$ cat config.mk
export PLATFORM = sky130hd
export DESIGN_NAME = mem_arbiter
export DESIGN_NICKNAME = d
export VERILOG_FILES = /design/src/rtl/mem_arbiter.sv
export SDC_FILE = /design/constraint.sdc
export NUM_CORES = 1
export LEC_CHECK = 0
export CAP_MARGIN = 20
export CORE_MARGIN = 3
export CORE_UTILIZATION = 40
export DETAILED_ROUTE_END_ITERATION = 7
export DONT_BUFFER_PORTS = 1
export SLEW_MARGIN = 20
export SYNTH_ARGS = -nofsm -noshare
export SYNTH_HDL_FRONTEND = slang
export SYNTH_SLANG_ARGS = --single-unit
$ cat constraint.sdc
create_clock -name clk -period 6.8 [get_ports clk]
set_input_delay 0.34 -clock clk [delete_from_list [all_inputs] [get_ports clk]]
set_output_delay 0.34 -clock clk [all_outputs]
set_load 0.1 [all_outputs]
$ cat src/rtl/mem_arbiter.sv
`default_nettype none
// ============================================================================
//  Module   : mem_arbiter
//  Purpose  : Two-port arbiter and sequencer for the single-ported SoC
//             memory. Port 0 is instruction fetch (read only) and port 1 is
//             load/store. Each access runs ISSUE -> WAIT (LAT cycles) -> RESP.
//             When both ports contend, grants alternate (round robin).
//  Revision : 1.0  initial release
// ----------------------------------------------------------------------------
//  Parameters
//    AW   address width
//    DW   data width
//    LAT  memory read latency in cycles, 1..4
//  Ports
//    clk, rst                       clock, asynchronous active-high reset
//    p0_req/addr/word               fetch request and its fields
//    p0_ready/rdata                 fetch completion pulse, last fetch data
//    p1_req/we/addr/word/wdata      load/store request and its fields
//    p1_ready/rdata                 load/store completion pulse, last load data
//    mem_en/we/addr/word/wdata      memory command
//    mem_rdata                      memory read data
//    busy                           sequencer is not idle
// ============================================================================
module mem_arbiter #(
   parameter int AW  = 10,
   parameter int DW  = 64,
   parameter int LAT = 1
) (
   input  logic          clk,
   input  logic          rst,
   input  logic          p0_req,
   input  logic [AW-1:0] p0_addr,
   input  logic [1:0]    p0_word,
   output logic          p0_ready,
   output logic [DW-1:0] p0_rdata,
   input  logic          p1_req,
   input  logic          p1_we,
   input  logic [AW-1:0] p1_addr,
   input  logic [1:0]    p1_word,
   input  logic [DW-1:0] p1_wdata,
   output logic          p1_ready,
   output logic [DW-1:0] p1_rdata,
   output logic          mem_en,
   output logic          mem_we,
   output logic [AW-1:0] mem_addr,
   output logic [1:0]    mem_word,
   output logic [DW-1:0] mem_wdata,
   input  logic [DW-1:0] mem_rdata,
   output logic          busy
);

   typedef enum logic [1:0] {
      S_IDLE  = 2'd0,
      S_ISSUE = 2'd1,
      S_WAIT  = 2'd2,
      S_RESP  = 2'd3
   } state_t;

   // Wait counter runs 0..LAT-1; two bits cover the legal LAT range.
   localparam logic [1:0] LAST_WAIT = 2'(LAT - 1);

   state_t          state_q,      state_d;
   logic [1:0]      wcnt_q,       wcnt_d;
   logic            gnt_q,        gnt_d;
   logic            last_grant_q, last_grant_d;
   logic [AW-1:0]   addr_q,       addr_d;
   logic [1:0]      word_q,       word_d;
   logic            we_q,         we_d;
   logic [DW-1:0]   wdata_q,      wdata_d;
   logic [DW-1:0]   p0_rdata_q,   p0_rdata_d;
   logic [DW-1:0]   p1_rdata_q,   p1_rdata_d;
   logic            gnt_w;

   // Grant selection: a lone requester wins; on contention the port that
   // did not win last time wins.
   always_comb begin
      if (p0_req && p1_req) begin
         gnt_w = ~last_grant_q;
      end else begin
         gnt_w = p1_req;
      end
   end

   always_comb begin
      state_d      = state_q;
      wcnt_d       = wcnt_q;
      gnt_d        = gnt_q;
      last_grant_d = last_grant_q;
      addr_d       = addr_q;
      word_d       = word_q;
      we_d         = we_q;
      wdata_d      = wdata_q;
      p0_rdata_d   = p0_rdata_q;
      p1_rdata_d   = p1_rdata_q;

      case (state_q)
         S_IDLE: begin
            if (p0_req || p1_req) begin
               state_d      = S_ISSUE;
               gnt_d        = gnt_w;
               last_grant_d = gnt_w;
               if (gnt_w) begin
                  addr_d  = p1_addr;
                  word_d  = p1_word;
                  we_d    = p1_we;
                  wdata_d = p1_wdata;
               end else begin
                  // Fetch port is read only and carries no write data.
                  addr_d  = p0_addr;
                  word_d  = p0_word;
                  we_d    = 1'b0;
                  wdata_d = '0;
               end
            end
         end
         S_ISSUE: begin
            state_d = S_WAIT;
            wcnt_d  = 2'd0;
         end
         S_WAIT: begin
            if (wcnt_q == LAST_WAIT) begin
               state_d = S_RESP;
               // Read data is valid at the edge ending the last WAIT cycle.
               if (!we_q) begin
                  if (gnt_q) begin
                     p1_rdata_d = mem_rdata;
                  end else begin
                     p0_rdata_d = mem_rdata;
                  end
               end
            end else begin
               wcnt_d = wcnt_q + 2'd1;
            end
         end
         S_RESP: begin
            state_d = S_IDLE;
         end
         default: begin
            state_d = S_IDLE;
         end
      endcase
   end

   always_ff @(posedge clk or posedge rst) begin
      if (rst) begin
         state_q      <= S_IDLE;
         wcnt_q       <= 2'd0;
         gnt_q        <= 1'b0;
         // Port 0 wins the first contention after reset.
         last_grant_q <= 1'b1;
         addr_q       <= '0;
         word_q       <= 2'd0;
         we_q         <= 1'b0;
         wdata_q      <= '0;
         p0_rdata_q   <= '0;
         p1_rdata_q   <= '0;
      end else begin
         state_q      <= state_d;
         wcnt_q       <= wcnt_d;
         gnt_q        <= gnt_d;
         last_grant_q <= last_grant_d;
         addr_q       <= addr_d;
         word_q       <= word_d;
         we_q         <= we_d;
         wdata_q      <= wdata_d;
         p0_rdata_q   <= p0_rdata_d;
         p1_rdata_q   <= p1_rdata_d;
      end
   end

   assign mem_en    = (state_q == S_ISSUE);
   assign mem_we    = (state_q == S_ISSUE) && we_q;
   assign mem_addr  = addr_q;
   assign mem_word  = word_q;
   assign mem_wdata = wdata_q;
   assign p0_ready  = (state_q == S_RESP) && !gnt_q;
   assign p1_ready  = (state_q == S_RESP) &&  gnt_q;
   assign p0_rdata  = p0_rdata_q;
   assign p1_rdata  = p1_rdata_q;
   assign busy      = (state_q != S_IDLE);

endmodule
`default_nettype wire

## Word level (Yosys, flattened, before mapping)

Cells that the tools add are included.

| word-level totals | value |
|---|---|
| flip-flop bits (word level) | 211 |

| cells by class | value |
|---|---|
| eq/ne operators | 6 |
| add/sub/neg operators | 1 |
| bitwise operators | 3 |
| muxes and demuxes | 10 |
| reductions and logical operators | 15 |

Operator list:

| kind | number |
|---|---|
| $mux W64 | 1 |
| $mux W10 | 1 |
| $mux W2 | 4 |
| $pmux W2 S4 | 1 |
| $reduce_and A4 Y1 | 2 |
| $ne A2 B2 Y1 const B | 3 |
| $reduce_and A2 Y1 | 3 |
| $eq A2 B2 Y1 const B | 2 |
| $logic_and A1 B1 Y1 | 4 |
| $logic_not A2 Y1 | 2 |
| $pmux W2 S2 | 1 |
| $reduce_bool A2 Y1 | 2 |
| $not A1 Y1 | 3 |
| $add A2 B1 Y2 const B | 1 |
| $eq A2 B1 Y1 const B | 1 |
| $mux W1 | 2 |
| $logic_not A1 Y1 | 1 |
| $logic_or A1 B1 Y1 | 1 |

## Logic depth before layout (Yosys ltp)

| logic depth | value |
|---|---|
| word-level depth | 3 |
| depth in mapped cells | 7 |
| depth with buffers taken out | 5 |

## Worst setup path after synthesis

No wires, ideal clock.

| timing | value |
|---|---|
| kind | register -> output |
| start | register state_q[1] |
| end | output port mem_we |
| setup slack | 4.299 ns |
| path buffers | 0 |
| data arrival time | 2.161 ns |
| cell stages (with the launch flop) | 4 |
| cells stage by stage | dfrtp_1 inv_1 ha_1 and2_1 |

| on the way | value |
|---|---|
| cells in the longest elaborated chain, start to end | 2 |

RTL lines:

| element | RTL line | text |
|---|---|---|
| start, declared | 62 | `state_t state_q, state_d;` |
| start signal, assigned | 158 | `state_q <= state_d;` |
| $eq A2 B1 Y1 | n/a |  |
| net mem_en | 43 | `output logic mem_en,` |
| $logic_and A1 B1 Y1 | 172 | `assign mem_we = (state_q == S_ISSUE) && we_q;` |
| end, declared | 44 | `output logic mem_we,` |

The timed path passes the listed nets, and every way through them passes these cells.

## Final worst setup path

Same ends and word-level chain as after synthesis.

==> run_results.csv <==
group,metric,value,unit
status,run_status,"complete, no violations",
yosys,synth.net_count,679,
yosys,number_of_instances_in_the_synthesized_netlist,516,
placed_design,dp_hpwl,13.7,mm
hold_path,timing.hold.worst_endpoint,"mem_addr[5]",
setup_path,r2r_endpoint,"mem_wdata[41]",
setup_path,crit_path_start_kind,"flop",
floorplanning,floorplan.core_area,19100,sq um
drt,dr.first_iter.drc_count,186,
yosys,sequential_fraction_of_the_synthesis_area,66.5,%
floorplanning,io_pins,366,
sta,final-max-slew-violation-count,0,
clock_tree,clockBufferDepth,3,
yosys,avgSynthCellArea,15.4,sq um
clock_tree,cts-root-buf,"sky130_fd_sc_hd__clkbuf_16",
sta,final_hold_viol_count,0,
yosys,synth-warning-count,0,
yosys,synth_area,7940,sq um
clock_tree,cts.hold.buffers_added,142,
setup_path,ff2ff_path_depth,6,
hold_path,hp-class,"input port to flop",
sta,clock_skew,6.67,ps
sta,fin_tns_setup,0,ps
drt,routed_wirelength,21.2,mm
layout,layout.nets,820,
grt,grt_start_max_net_pins,139,
sta,relative_slew_margins,24.8,%
grt,globalRoute.busiestLayer,"met2",
setup_path,ff2ff_setup_slack,4180,ps
layout,num-fill-cells,1490,
sta,final.period_utilization,46.4,%
sta,post-route-worst-setup-slack,3640,ps
grt,grt_first_pass_wirelength,32.8,mm
drt,drt-pass1-iter-count,5,
drt,routed-via-count,5003,
grt,track_usage,18.9,%
floorplanning,core.rowCount,50,
setup_path,critical_path.reg2reg.startpoint,"state_q[0]",
setup_path,timing.critical_path.arrival,2820,ps
floorplanning,die_span_in_y,147,um
hold_path,hold_path_depth,2,
layout,flow.area_growth_from_synthesis,30.4,%
clock_tree,cts.htree.levels,1,
drt,routedWlPerCell,22.7,um
sta,grt_setup_unrepaired,"false",
placed_design,finalWeightedCongestion,0.794,
yosys,synth-seq-cells,211,
grt,grt_overflow_total,0,
grt,grt_pass1_vias,5625,
sta,hold-worst-slack,63.9,ps
run,max_cap_violations,0,
grt,grt.met1_usage,20.7,%
setup_path,crit_end_element,"output port",
floorplanning,die_w,147,um
clock_tree,clk_latency,490,ps
clock_tree,cts_inserted_buffers,22,
drt,ant_nets,0,
layout,fraction_of_final_layout_cells_with_drive_strength_greater_than_1,26.2,%
clock_tree,cts_tree,"done",
setup_path,critical_path_peak_fanout,4,
clock_tree,clkSinkCount,211,
clock_tree,cts_setup_buffers,0,
setup_path,worstPathRequired,6460,ps
floorplanning,floorplan.initialDensity,41.6,%
yosys,synth.distinct_cells,28,
placed_design,portBuffers,0,
placed_design,preCtsSetupSlack,4150,ps
clock_tree,ctsResizeCount,0,
floorplanning,dieArea,21600,sq um
grt,use_met3,7.90,%
grt,fraction_of_met2_tracks_used_by_global_routing,33.3,%
drt,viasPerCell,5.35,
hold_path,hold_start,"p1_addr[5]",
grt,initial_antenna_violation_count,2,
sta,final.min_clock_period,3160,ps
drt,detail_route.drc_violations,0,
sta,maxClockFrequency,317,MHz
clock_tree,clkTransAtPathRegs,60,ps
sta,max_slew.worst_pin.slew,1120,ps
setup_path,criticalPathCategory,"flop to output port",
sta,finalSetupViolCount,0,
## critical path, cell delays in order (launching register included)
cell,delay [ps]
sky130_fd_sc_hd__dfrtp_1,410
sky130_fd_sc_hd__inv_1,110
sky130_fd_sc_hd__ha_1,890
sky130_fd_sc_hd__and2_1,910
## cell usage in the layout (no fill, tap or decap)
master,count
sky130_fd_sc_hd__dfrtp_1,210
sky130_fd_sc_hd__dlygate4sd3_1,142
sky130_fd_sc_hd__mux2_2,125
sky130_fd_sc_hd__a22o_1,66
sky130_fd_sc_hd__a21oi_1,24
sky130_fd_sc_hd__clkbuf_16,23
sky130_fd_sc_hd__nand2_1,13
sky130_fd_sc_hd__nor2_1,13
sky130_fd_sc_hd__ha_1,6
sky130_fd_sc_hd__buf_4,6
sky130_fd_sc_hd__inv_1,5
sky130_fd_sc_hd__mux2_1,5
sky130_fd_sc_hd__clkinv_2,4
sky130_fd_sc_hd__clkinvlp_4,3
sky130_fd_sc_hd__clkinv_4,3
sky130_fd_sc_hd__bufinv_16,3
sky130_fd_sc_hd__diode_2,2
sky130_fd_sc_hd__and2_1,2
sky130_fd_sc_hd__a21o_1,2
sky130_fd_sc_hd__clkbuf_1,2
sky130_fd_sc_hd__clkbuf_8,2
sky130_fd_sc_hd__nand4b_1,1
sky130_fd_sc_hd__o21ai_0,1
sky130_fd_sc_hd__nor2b_1,1
sky130_fd_sc_hd__nor3b_1,1
sky130_fd_sc_hd__o32a_1,1
sky130_fd_sc_hd__nor3_4,1
sky130_fd_sc_hd__o21ai_4,1
sky130_fd_sc_hd__a21bo_2,1
sky130_fd_sc_hd__nor2_4,1
sky130_fd_sc_hd__nor2b_2,1
sky130_fd_sc_hd__inv_8,1
sky130_fd_sc_hd__a21boi_0,1
sky130_fd_sc_hd__o21a_1,1
sky130_fd_sc_hd__dfstp_2,1
## how the worst max path moves through the flow
stage | start | end | cells past startpoint | slack (ps)
2_1_floorplan | rst | gnt_q | 1 | 700
3_3_place_gp | state_q[1] | mem_we | 3 | 4180
4_1_cts | state_q[1] | mem_we | 3 | 3610
6_report | state_q[1] | mem_we | 3 | 3640
3_5_place_dp | state_q[1] | mem_we | 3 | 4150
5_1_grt | state_q[1] | mem_we | 3 | 3550
## cell families (layout without fill, tap and decap cells)
group | after synthesis | in the layout | synth area share [%]
AOI/OAI and AO/OA | 98 | 98 | 9.54
other | 0 | 2 | 0
muxes | 130 | 130 | 18.4
adders and majority gates | 6 | 6 | 0.945
DFF | 211 | 211 | 66.5
and+or+nand+nor | 34 | 34 | 2.03
buffers and inverters | 37 | 194 | 2.57
## cell usage after synthesis
master | instances | area (sq um)
sky130_fd_sc_hd__a21bo_2 | 1 | 10.0
sky130_fd_sc_hd__a21boi_0 | 1 | 7.51
sky130_fd_sc_hd__a21o_1 | 2 | 15.0
sky130_fd_sc_hd__a21oi_1 | 24 | 120
sky130_fd_sc_hd__a22o_1 | 66 | 578
sky130_fd_sc_hd__and2_1 | 2 | 12.5
sky130_fd_sc_hd__buf_1 | 2 | 7.51
sky130_fd_sc_hd__buf_2 | 13 | 65.1
sky130_fd_sc_hd__buf_4 | 1 | 7.51
sky130_fd_sc_hd__buf_6 | 6 | 67.6
sky130_fd_sc_hd__clkbuf_1 | 9 | 33.8
sky130_fd_sc_hd__dfrtp_1 | 210 | 5260
sky130_fd_sc_hd__dfstp_2 | 1 | 26.3
sky130_fd_sc_hd__ha_1 | 6 | 75.1
sky130_fd_sc_hd__inv_1 | 6 | 22.5
sky130_fd_sc_hd__mux2_1 | 5 | 56.3
sky130_fd_sc_hd__mux2_2 | 125 | 1410
sky130_fd_sc_hd__nand2_1 | 13 | 48.8
sky130_fd_sc_hd__nand4b_1 | 1 | 8.76
sky130_fd_sc_hd__nor2_1 | 13 | 48.8
sky130_fd_sc_hd__nor2_2 | 1 | 6.26
sky130_fd_sc_hd__nor2b_1 | 2 | 12.5
sky130_fd_sc_hd__nor3_4 | 1 | 16.3
sky130_fd_sc_hd__nor3b_1 | 1 | 7.51
sky130_fd_sc_hd__o21a_1 | 1 | 7.51
sky130_fd_sc_hd__o21ai_0 | 1 | 5.00
sky130_fd_sc_hd__o21ai_1 | 1 | 5.00
sky130_fd_sc_hd__o32a_1 | 1 | 10.0
## layer usage
layer  vias to the layer above  part of all wire (%)
li1                       2141                     -
met1                      2530                    35
met2                       295                    51
met3                        37                    12
met4                         0                   2.4
met5                         -                     0
## state kept, by name, indices dropped and copies added (netlist names)
name and flops:
p1_rdata 64, state_q 2, p0_rdata 64, we_q 1
mem_addr 10, mem_word 2, mem_wdata 64, last_grant_q 1
gnt_q 1, wcnt_q 2
## metrics by stage
stage	util (%)	std cells	instance area, sq um
after floorplan	-	516	7940
after global placement	42.8	751	8160
after detailed placement	42.8	751	8160
after CTS	54.2	933	10300
after global routing	54.3	935	10400
final	54.3	935	10400
## layout make-up
type / count / area (sq um) / area share (%)
antenna: 2 / 5.00 / 0.0483
clock buffer: 27 / 611 / 5.90
clock inverter: 13 / 159 / 1.53
inverter: 6 / 30.0 / 0.290
multi-input combinational: 268 / 2480 / 23.9
sequential: 211 / 5280 / 51.0
tap: 260 / 325 / 3.14
timing repair buffer: 148 / 1470 / 14.2
Power is not shown: default switching activity piles up to over one toggle a cycle in this logic, so the estimate is an artifact.
